<file path="config.mk">
export PLATFORM = sky130hd
export DESIGN_NAME = car_light_ctrl_flat
export DESIGN_NICKNAME = d
export VERILOG_FILES = /design/src/rtl/car_light_pkg.sv /design/src/rtl/car_light_if.sv /design/src/rtl/car_blink_div.sv /design/src/rtl/car_light_ctrl.sv /design/src/flat_wrapper.sv
export SDC_FILE = /design/constraint.sdc
export NUM_CORES = 1
export LEC_CHECK = 0
export CAP_MARGIN = 40
export CELL_PAD_IN_SITES_DETAIL_PLACEMENT = 1
export CELL_PAD_IN_SITES_GLOBAL_PLACEMENT = 1
export CORE_MARGIN = 5
export CORE_UTILIZATION = 43
export DETAILED_ROUTE_END_ITERATION = 8
export PLACE_DENSITY_LB_ADDON = 0.1
export SLEW_MARGIN = 20
export SYNTH_ARGS = -nofsm -noshare
export SYNTH_HDL_FRONTEND = slang
export SYNTH_HIERARCHICAL = 1
export SYNTH_SLANG_ARGS = --single-unit
</file>
<file path="constraint.sdc">
create_clock -name clk -period 1.9 [get_ports clk]
set_input_delay 0.38 -clock clk [delete_from_list [all_inputs] [get_ports clk]]
set_output_delay 0.38 -clock clk [all_outputs]
set_load 0.01 [all_outputs]
</file>
<file path="src/rtl/car_light_pkg.sv">
// Shared types and constants for the car light-request controller.
package car_light_pkg;

    typedef enum logic [2:0] {
        OFF,
        SELFTEST,
        IDLE,
        TURN_L,
        TURN_R
    } state_t;

    localparam int unsigned OUT_STAY_L = 0;
    localparam int unsigned OUT_STAY_R = 1;
    localparam int unsigned OUT_TW_L   = 2;
    localparam int unsigned OUT_TW_R   = 3;
    localparam int unsigned OUT_W      = 4;

    // Width of a counter holding 0..n-1, never narrower than one bit.
    function automatic int unsigned cnt_w(input int unsigned n);
        return (n <= 1) ? 1 : $clog2(n);
    endfunction

endpackage

</file>
<file path="src/rtl/car_light_if.sv">
// Control inputs and light-request outputs between the control logic and LED driver.
interface car_light_if;
    import car_light_pkg::*;

    logic power_on;
    logic turn_left;
    logic turn_right;
    logic hazard_btn;
    logic brake;
    logic stay_left;
    logic stay_right;
    logic twinkle_left;
    logic twinkle_right;
    logic blink_clk;

    modport master (
        output power_on, turn_left, turn_right, hazard_btn, brake,
        input  stay_left, stay_right, twinkle_left, twinkle_right, blink_clk
    );

    modport slave (
        input  power_on, turn_left, turn_right, hazard_btn, brake,
        output stay_left, stay_right, twinkle_left, twinkle_right, blink_clk
    );

endinterface

</file>
<file path="src/rtl/car_blink_div.sv">
// Free-running prescaler producing the slow blink_clk square wave.
module car_blink_div
    import car_light_pkg::*;
#(
    parameter int unsigned HALF_PERIOD = 25_000_000
) (
    input  logic clk,
    input  logic rst,
    output logic blink_clk
);

    localparam int unsigned W = cnt_w(HALF_PERIOD);
    localparam logic [W-1:0] LAST = W'(HALF_PERIOD - 1);

    logic [W-1:0] cnt_q, cnt_d;
    logic         blink_q, blink_d;
    logic         wrap;

    always_comb begin
        wrap    = (cnt_q == LAST);
        cnt_d   = wrap ? '0 : cnt_q + W'(1);
        blink_d = blink_q ^ wrap;
    end

    always_ff @(posedge clk or posedge rst) begin
        if (rst) begin
            cnt_q   <= '0;
            blink_q <= 1'b0;
        end else begin
            cnt_q   <= cnt_d;
            blink_q <= blink_d;
        end
    end

    assign blink_clk = blink_q;

endmodule

</file>
<file path="src/rtl/car_light_ctrl.sv">
// Light-request FSM: selftest, turn hold, hazard latch and registered output decode.
module car_light_ctrl
    import car_light_pkg::*;
#(
    parameter int unsigned HALF_PERIOD     = 25_000_000,
    parameter int unsigned SELFTEST_CYCLES = 100_000_000,
    parameter int unsigned HOLD_CYCLES     = 50_000_000
) (
    input  logic        clk,
    input  logic        rst,
    car_light_if.slave  bus
);

    localparam int unsigned CMAX =
        (SELFTEST_CYCLES > HOLD_CYCLES) ? SELFTEST_CYCLES : HOLD_CYCLES;
    localparam int unsigned CW = cnt_w(CMAX);
    localparam logic [CW-1:0] ST_LAST   = CW'(SELFTEST_CYCLES - 1);
    localparam logic [CW-1:0] HOLD_LAST = CW'(HOLD_CYCLES - 1);

    state_t           state_q, state_d;
    logic [CW-1:0]    cnt_q, cnt_d;
    logic             haz_q, haz_d;
    logic             hzb_q;
    logic [OUT_W-1:0] out_q, out_d;
    logic             hz_rise;
    logic             l_only, r_only;
    logic             blink;

    car_blink_div #(
        .HALF_PERIOD (HALF_PERIOD)
    ) u_div (
        .clk       (clk),
        .rst       (rst),
        .blink_clk (blink)
    );

    assign hz_rise = bus.hazard_btn & ~hzb_q;
    assign l_only  = bus.turn_left & ~bus.turn_right;
    assign r_only  = bus.turn_right & ~bus.turn_left;

    // One counter serves both selftest and turn hold; the states never overlap.
    always_comb begin
        state_d = state_q;
        cnt_d   = cnt_q;
        haz_d   = haz_q;
        if (!bus.power_on) begin
            state_d = OFF;
            cnt_d   = '0;
            haz_d   = 1'b0;
        end else begin
            if (hz_rise) haz_d = ~haz_q;
            unique case (state_q)
                OFF: begin
                    state_d = SELFTEST;
                    cnt_d   = '0;
                end
                SELFTEST: begin
                    if (cnt_q == ST_LAST) begin
                        state_d = IDLE;
                        cnt_d   = '0;
                    end else begin
                        cnt_d = cnt_q + CW'(1);
                    end
                end
                IDLE: begin
                    cnt_d = '0;
                    if (l_only)      state_d = TURN_L;
                    else if (r_only) state_d = TURN_R;
                end
                TURN_L: begin
                    if (r_only) begin
                        state_d = TURN_R;
                        cnt_d   = '0;
                    end else if (bus.turn_left) begin
                        cnt_d = '0;
                    end else if (cnt_q == HOLD_LAST) begin
                        state_d = IDLE;
                        cnt_d   = '0;
                    end else begin
                        cnt_d = cnt_q + CW'(1);
                    end
                end
                TURN_R: begin
                    if (l_only) begin
                        state_d = TURN_L;
                        cnt_d   = '0;
                    end else if (bus.turn_right) begin
                        cnt_d = '0;
                    end else if (cnt_q == HOLD_LAST) begin
                        state_d = IDLE;
                        cnt_d   = '0;
                    end else begin
                        cnt_d = cnt_q + CW'(1);
                    end
                end
                default: begin
                    state_d = OFF;
                    cnt_d   = '0;
                end
            endcase
        end
    end

    // Decode from next-state so an input sampled at an edge shows right after it.
    always_comb begin
        out_d = '0;
        priority case (1'b1)
            (state_d == OFF): out_d = '0;
            (state_d == SELFTEST): begin
                out_d[OUT_STAY_L] = 1'b1;
                out_d[OUT_STAY_R] = 1'b1;
            end
            haz_d: begin
                out_d[OUT_TW_L] = 1'b1;
                out_d[OUT_TW_R] = 1'b1;
            end
            default: begin
                out_d[OUT_TW_L]   = (state_d == TURN_L);
                out_d[OUT_TW_R]   = (state_d == TURN_R);
                out_d[OUT_STAY_L] = (state_d != TURN_L) & bus.brake;
                out_d[OUT_STAY_R] = (state_d != TURN_R) & bus.brake;
            end
        endcase
    end

    always_ff @(posedge clk or posedge rst) begin
        if (rst) begin
            state_q <= OFF;
            cnt_q   <= '0;
            haz_q   <= 1'b0;
            hzb_q   <= 1'b0;
            out_q   <= '0;
        end else begin
            state_q <= state_d;
            cnt_q   <= cnt_d;
            haz_q   <= haz_d;
            hzb_q   <= bus.hazard_btn;
            out_q   <= out_d;
        end
    end

    assign bus.stay_left     = out_q[OUT_STAY_L];
    assign bus.stay_right    = out_q[OUT_STAY_R];
    assign bus.twinkle_left  = out_q[OUT_TW_L];
    assign bus.twinkle_right = out_q[OUT_TW_R];
    assign bus.blink_clk     = blink;

endmodule

</file>
<file path="src/flat_wrapper.sv">
// flat-port wrapper written by rule: the top's interface ports become plain ports
module car_light_ctrl_flat import car_light_pkg::*;
#(
    parameter int unsigned HALF_PERIOD     = 25_000_000,
    parameter int unsigned SELFTEST_CYCLES = 100_000_000,
    parameter int unsigned HOLD_CYCLES     = 50_000_000
)
  (clk, rst, bus_power_on, bus_turn_left, bus_turn_right, bus_hazard_btn, bus_brake, bus_stay_left, bus_stay_right, bus_twinkle_left, bus_twinkle_right, bus_blink_clk);
  car_light_if bus_i ();
  input  logic clk;
  input  logic rst;
  input wire logic [$bits(bus_i.power_on)-1:0] bus_power_on;
  input wire logic [$bits(bus_i.turn_left)-1:0] bus_turn_left;
  input wire logic [$bits(bus_i.turn_right)-1:0] bus_turn_right;
  input wire logic [$bits(bus_i.hazard_btn)-1:0] bus_hazard_btn;
  input wire logic [$bits(bus_i.brake)-1:0] bus_brake;
  output wire logic [$bits(bus_i.stay_left)-1:0] bus_stay_left;
  output wire logic [$bits(bus_i.stay_right)-1:0] bus_stay_right;
  output wire logic [$bits(bus_i.twinkle_left)-1:0] bus_twinkle_left;
  output wire logic [$bits(bus_i.twinkle_right)-1:0] bus_twinkle_right;
  output wire logic [$bits(bus_i.blink_clk)-1:0] bus_blink_clk;
  assign bus_i.power_on = bus_power_on;
  assign bus_i.turn_left = bus_turn_left;
  assign bus_i.turn_right = bus_turn_right;
  assign bus_i.hazard_btn = bus_hazard_btn;
  assign bus_i.brake = bus_brake;
  assign bus_stay_left = bus_i.stay_left;
  assign bus_stay_right = bus_i.stay_right;
  assign bus_twinkle_left = bus_i.twinkle_left;
  assign bus_twinkle_right = bus_i.twinkle_right;
  assign bus_blink_clk = bus_i.blink_clk;
  car_light_ctrl #(.HALF_PERIOD(HALF_PERIOD), .SELFTEST_CYCLES(SELFTEST_CYCLES), .HOLD_CYCLES(HOLD_CYCLES)) u_core (.clk(clk), .rst(rst), .bus(bus_i));
endmodule
</file>
[Word-level counts from Yosys, hierarchy flattened]
Index checks and enable logic that the tools add are counted.
W data, S select, Z words.
Storage, ports and cells
  logic and storage cells: 60
  flip-flop bits (word level): 62
  bits of input ports: 7
  output and inout port bits: 5
Cells by class
  multiplexer cells: 27
  reduce and logical (&&, ||, !) cells: 2
  eq/ne operators: 12
  add/sub/neg operators: 2
  bitwise logic cells: 10
Operators by type and width (count)
  $mux W27: 7
  $pmux W27 S3: 1
  $add A27 B1 Y27 const B: 1
  $eq A27 B26 Y1 const B: 1
  $eq A27 B27 Y1 const B: 1
  $mux W3: 9
  $add A25 B1 Y25 const B: 1
  $eq A25 B25 Y1 const B: 1
  $mux W25: 1
  $pmux W3 S5: 1
  $mux W2: 6
  $eq A3 B2 Y1 const B: 3
  $eq A3 B1 Y1 const B: 2
  $eq A3 B3 Y1 const B: 2
  $logic_not A3 Y1: 2
  $and A1 B1 Y1: 5
  $not A1 Y1: 4
  $ne A3 B2 Y1 const B: 1
  $ne A3 B3 Y1 const B: 1
  $mux W1: 2
  $xor A1 B1 Y1: 1

[Depth between registers and ports, before layout]
Gate-level depths: netlist of the first run.
  word-level depth: 11
  mapped depth: 9
  gate-level depth less buffers: 7

[Modules after synthesis]
Netlist of the first run, hierarchy kept.
By module, submodules not included
  car_light_ctrl: seq. area each 900.9 um2, area an instance 1870.5 um2, cells an instance 200, instances 1
  car_blink_div: seq. area each 650.6 um2, area an instance 1296.2 um2, cells an instance 127, instances 1

[Worst setup path after synthesis of the first run]
No wires, ideal clock.
  path kind: reg2reg
  from: reg u_core.cnt_q[8]
  to: reg u_core.cnt_q[25]
  slack: -0.165 ns
  buffers on the path: 2
  data arrival time: 1.946 ns
  data required time: 1.781 ns
  setup time: 0.119 ns
  stages on the path, launching flop included: 9
  period minus slack after synthesis: 2.065 ns
  path through: dfrtp_1 or4_4 nor4_4 nand2_1 a22oi_1 or3_1 buf_4 buf_6 nor2_1
On the way
  cells in the longest elaborated chain, start to end: 6
  elaborated cells on any way between the ends: 11
  classes of those cells: 1 x add/sub; 2 x eq/ne; 8 x mux
Ends and longest elaborated chain
  start, declared: line car_light_ctrl.sv:21  | logic [CW-1:0] cnt_q, cnt_d;
  start signal, assigned: line car_light_ctrl.sv:135  | cnt_q <= cnt_d;
  $add A27 B1 Y27 or $eq A27 B26 Y1 (tied branches)
  $mux W27: line car_light_ctrl.sv:76, car_light_ctrl.sv:89
  $mux W27 (on tied branches): line car_light_ctrl.sv:87, car_light_ctrl.sv:74
  $mux W27 (on tied branches): line car_light_ctrl.sv:84, car_light_ctrl.sv:71
  $pmux W27 S3 (*): line car_light_ctrl.sv:52  | unique case (state_q)
  $mux W27 (*): line car_light_ctrl.sv:46  | if (!bus.power_on) begin
  named net u_core.cnt_d[25]: line car_light_ctrl.sv:21
The timed path passes the listed nets; every way through them passes the cells marked *.

[Worst setup path after layout of the first run]
  from: reg u_core.cnt_q[7]
  to: reg u_core.out_q[3]
On the way
  cells in the longest elaborated chain, start to end: 10
  elaborated cells on any way between the ends: 16
  classes of those cells: 4 x eq/ne; 11 x mux; 1 x reduce/logical
Ends and longest elaborated chain
  $eq A27 B26 Y1: line car_light_ctrl.sv:76, car_light_ctrl.sv:89
  $mux W3: line car_light_ctrl.sv:76, car_light_ctrl.sv:89
  $mux W3 (on tied branches): line car_light_ctrl.sv:87, car_light_ctrl.sv:74
  $mux W3 (on tied branches): line car_light_ctrl.sv:84, car_light_ctrl.sv:71
  $pmux W3 S5 (*): line car_light_ctrl.sv:52
  $mux W3 (*): line car_light_ctrl.sv:46
  $eq A3 B3 Y1: line car_light_ctrl.sv:119  | out_d[OUT_TW_R] = (state_d == TURN_R);
  $mux W2 (2 in series): line car_light_ctrl.sv:107  | priority case (1'b1)
  $mux W2 (*): line car_light_ctrl.sv:107
  named net u_core.out_d[3]: line car_light_ctrl.sv:24  | logic [OUT_W-1:0] out_q, out_d;
  end signal, assigned: line car_light_ctrl.sv:138  | out_q <= out_d;
  end, declared: line car_light_ctrl.sv:24
Marks and branches as above.

==> results of run 1 <==
## layout make-up
cell class | instances | area, µm² | area share (%)
Inverter | 12 | 45.0 | 1.11
Clock inverter | 5 | 57.6 | 1.42
Timing Repair Buffer | 63 | 543 | 13.4
Sequential cell | 62 | 1550 | 38.4
Multi-Input combinational cell | 245 | 1570 | 38.8
Tap cell | 99 | 124 | 3.06
Clock buffer | 11 | 151 | 3.74
## registers in the layout (all words and copies together) (netlist names)
name	count
u_core/state_q	3
u_core/haz_q	1
u_core/u_div/blink_clk	1
u_core/cnt_q	27
u_core/u_div/cnt_q	25
u_core/out_q	4
u_core/hzb_q	1
## metal layers
layer	share of wire, %	GRT usage, %	vias up	wire length (µm)
li1	-	-	1272	-
met1	44	21.8	1284	3510
met2	52	32.8	22	4120
met4	1.5	6.87	0	115
met3	2.1	4.07	11	164
met5	0	0	-	0
## tightest hold or removal path, delay by kind of cell
family / cells / cell delay (ps)
buffers and inverters: 3 / 790
## layout by cell type, fill, tap and decap left out, types with 2 or more instances in the layout
cell type,count
nor4_2,2
buf_4,49
nand3_1,24
and3_1,9
clkinvlp_4,3
a21oi_1,9
inv_1,12
ha_1,2
nand3b_1,2
nor3_1,13
nand4b_1,4
buf_12,2
and4_1,2
xnor2_1,21
or3_4,2
nand4_1,7
nor2b_1,4
o21ai_0,8
clkdlybuf4s50_1,11
a21oi_2,2
or4b_1,2
nor4_1,4
dfrtp_1,62
o31ai_1,2
xor2_1,21
nor2_1,53
a31oi_1,3
nand2_1,23
or4_4,2
or3_1,4
clkbuf_8,11
## report_power, final
group | internal, mW | switching [mW] | total, mW | leakage [nW]
sequential | 1.33 | 0.00584 | 1.33 | 0.843
clock | 0.675 | 0.540 | 1.21 | 0.0976
combinational | 0.0503 | 0.0684 | 0.119 | 0.813
total | 2.05 | 0.614 | 2.67 | 1.75
## cells by family after synthesis
group	synth area share (%)
and+or+nand+nor	28.8
DFF	49.0
xor gates and xnor gates	11.6
AOI/OAI and AO/OA	6.40
buffers and inverters	3.08
adders and majority gates	1.11
## path summary, 6_finish.rpt
kind | depth (start not counted) | slack, ps | from | endpoint
min in group clk | 1 | 470 | u_core/u_div/blink_clk | u_core/u_div/blink_clk
setup reg to reg | 6 | -200 | u_core/cnt_q[7] | u_core/out_q[3]
hold / removal | 3 | 420 | rst | u_core/u_div/cnt_q[3]
max in group asynchronous | 3 | 1090 | rst | u_core/cnt_q[11]
hold reg to reg | 1 | 470 | u_core/u_div/blink_clk | u_core/u_div/blink_clk
setup / recovery | 6 | -200 | u_core/cnt_q[7] | u_core/out_q[3]
## repair_timing
action,4_1_cts,5_1_grt
cloned,0,1
pin swaps,0,2
setup endpoints to repair,33,38
hold buffers,0,0
gates resized for setup,1,6
==> impl_metrics.env, run 1 <==
export IMPL_clock_skew_ps=6.34
export IMPL_yosys_top_cells_area="dfrtp_1, nor2_1, xnor2_1, xor2_1, nand3_1"
export IMPL_syn_inst=327
export IMPL_drive_above_1_share_pct=21.6
export IMPL_portBuffers=11
export IMPL_crit_chain="or4b_1 -> nor4_2 -> a32oi_1 -> o221a_2 -> nand2b_4 -> a21oi_2"
export IMPL_status="finished, violations left"
export IMPL_clk_latency_ps=340
export IMPL_clk_pin_slew_ps=70
export IMPL_globalRoute_totalOverflow=0
export IMPL_h_tree_depth=3
export IMPL_yosysTopAreaCellShare_pct=49.0
export IMPL_initial_core_util_pct=43.9
export IMPL_antenna_cells=0
export IMPL_fill_cells=836
export IMPL_vias_per_cell=5.21
export IMPL_synth_async_reset_ratio_pct=100
export IMPL_path_class="reg2reg"
export IMPL_critical_path_slowest_cell="or4b_1"
export IMPL_synth_edf_count=0
export IMPL_firstDrtPassIters=4
export IMPL_syn_area_mm2=0.00317
export IMPL_yosysUniqueCellTypes=48
export IMPL_stdcell_count=497
export IMPL_yosysWarnings=6
export IMPL_slew_limit_headroom_pct=68.8
export IMPL_grt_usage_pct=18.5
export IMPL_violations="setup timing"
export IMPL_cp_start_kind="flip-flop"
export IMPL_powerDensity_mw_per_mm2=660
export IMPL_cp_top_family="simple AND/OR/NAND/NOR gates"
export IMPL_gp_congestion=0.798
export IMPL_grt_pass1_wl_um=13000
export IMPL_antenna_found_initial=0
export IMPL_clock_sinks=62
export IMPL_cts_tree="yes"
export IMPL_cts_max_path_buffers=2
export IMPL_fin_util_pct=56.0
export IMPL_dieArea_mm2=0.00918
export IMPL_antenna_left=0
export IMPL_cts_buffers=9
export IMPL_period_needed_ps=2100
export IMPL_worstMarginPinSlew_ps=468
export IMPL_nets=402
export IMPL_synth_flop_cell="dfrtp_1"
export IMPL_crit_path_max_fanout=4
export IMPL_leakagePower_nw=1.75
export IMPL_power_mw=2.67
export IMPL_die_h_um=95.8
export IMPL_critPathArrivalTime_ps=2370
export IMPL_vdd_drop_max_mv=0.328
export IMPL_dpl_hpwl_um=5600
export IMPL_period_share_pct=111
export IMPL_dieWidth_um=95.8
export IMPL_cts_root_buf="clkbuf_8"
export IMPL_fin_area_mm2=0.00404
export IMPL_core_area_mm2=0.00721
export IMPL_grt_pass1_vias=2782
export IMPL_drv_slew=0
export IMPL_synth_avg_cell_area_um2=9.68
export IMPL_place_area_mm2=0.00376
export IMPL_drc=0
export IMPL_rows=31
export IMPL_hold_ws_ps=421
export IMPL_cp_num_buf_inv=0
export IMPL_yosysMostFrequentCell="dfrtp_1"
export IMPL_end_kind="flip-flop"
export IMPL_yosys_register_bits=62
export IMPL_rsz0062_at_grt="true"
export IMPL_grt_max_degree=37
export IMPL_cts_setup_buffers=0
export IMPL_yosys_area_top_type="dfrtp_1"
export IMPL_area_growth_syn_to_layout_pct=27.7
export IMPL_ys_seq_area_share_pct=49.0
export IMPL_hold_viol=0
export IMPL_ios=12
export IMPL_synth_fp_nets=336
export IMPL_pre_cts_slack_ps=-177
export IMPL_vias=2589
export IMPL_drt_initial_drc_count=73
export IMPL_finalSetupViolCount=34
export IMPL_setup_ws_ps=-200
export IMPL_slowest_delay_ps=550
export IMPL_hp_class="in2async"
export IMPL_drt_total_wl_um=7910
export IMPL_yosys_top_cells_count="dfrtp_1, nor2_1, nand3_1, nand2_1"
export IMPL_dp_cells=480
export IMPL_fmax_mhz=476
export IMPL_wl_per_cell_um=15.9
export IMPL_setup_tns_ps=-5590
export IMPL_crit_required_ps=2170
export IMPL_maxCapViolCount=0
(Power assumes the default switching activity.)
==> run 2: changes to the inputs <==
--- a/config.mk
+++ b/config.mk
@@ -5,7 +5,6 @@
 export SDC_FILE = /design/constraint.sdc
 export NUM_CORES = 1
 export LEC_CHECK = 0
-export CAP_MARGIN = 40
 export CELL_PAD_IN_SITES_DETAIL_PLACEMENT = 1
 export CELL_PAD_IN_SITES_GLOBAL_PLACEMENT = 1
 export CORE_MARGIN = 5
==> results of run 2 <==
No change in the layout: final DEF, timing and power equal those of run 1.
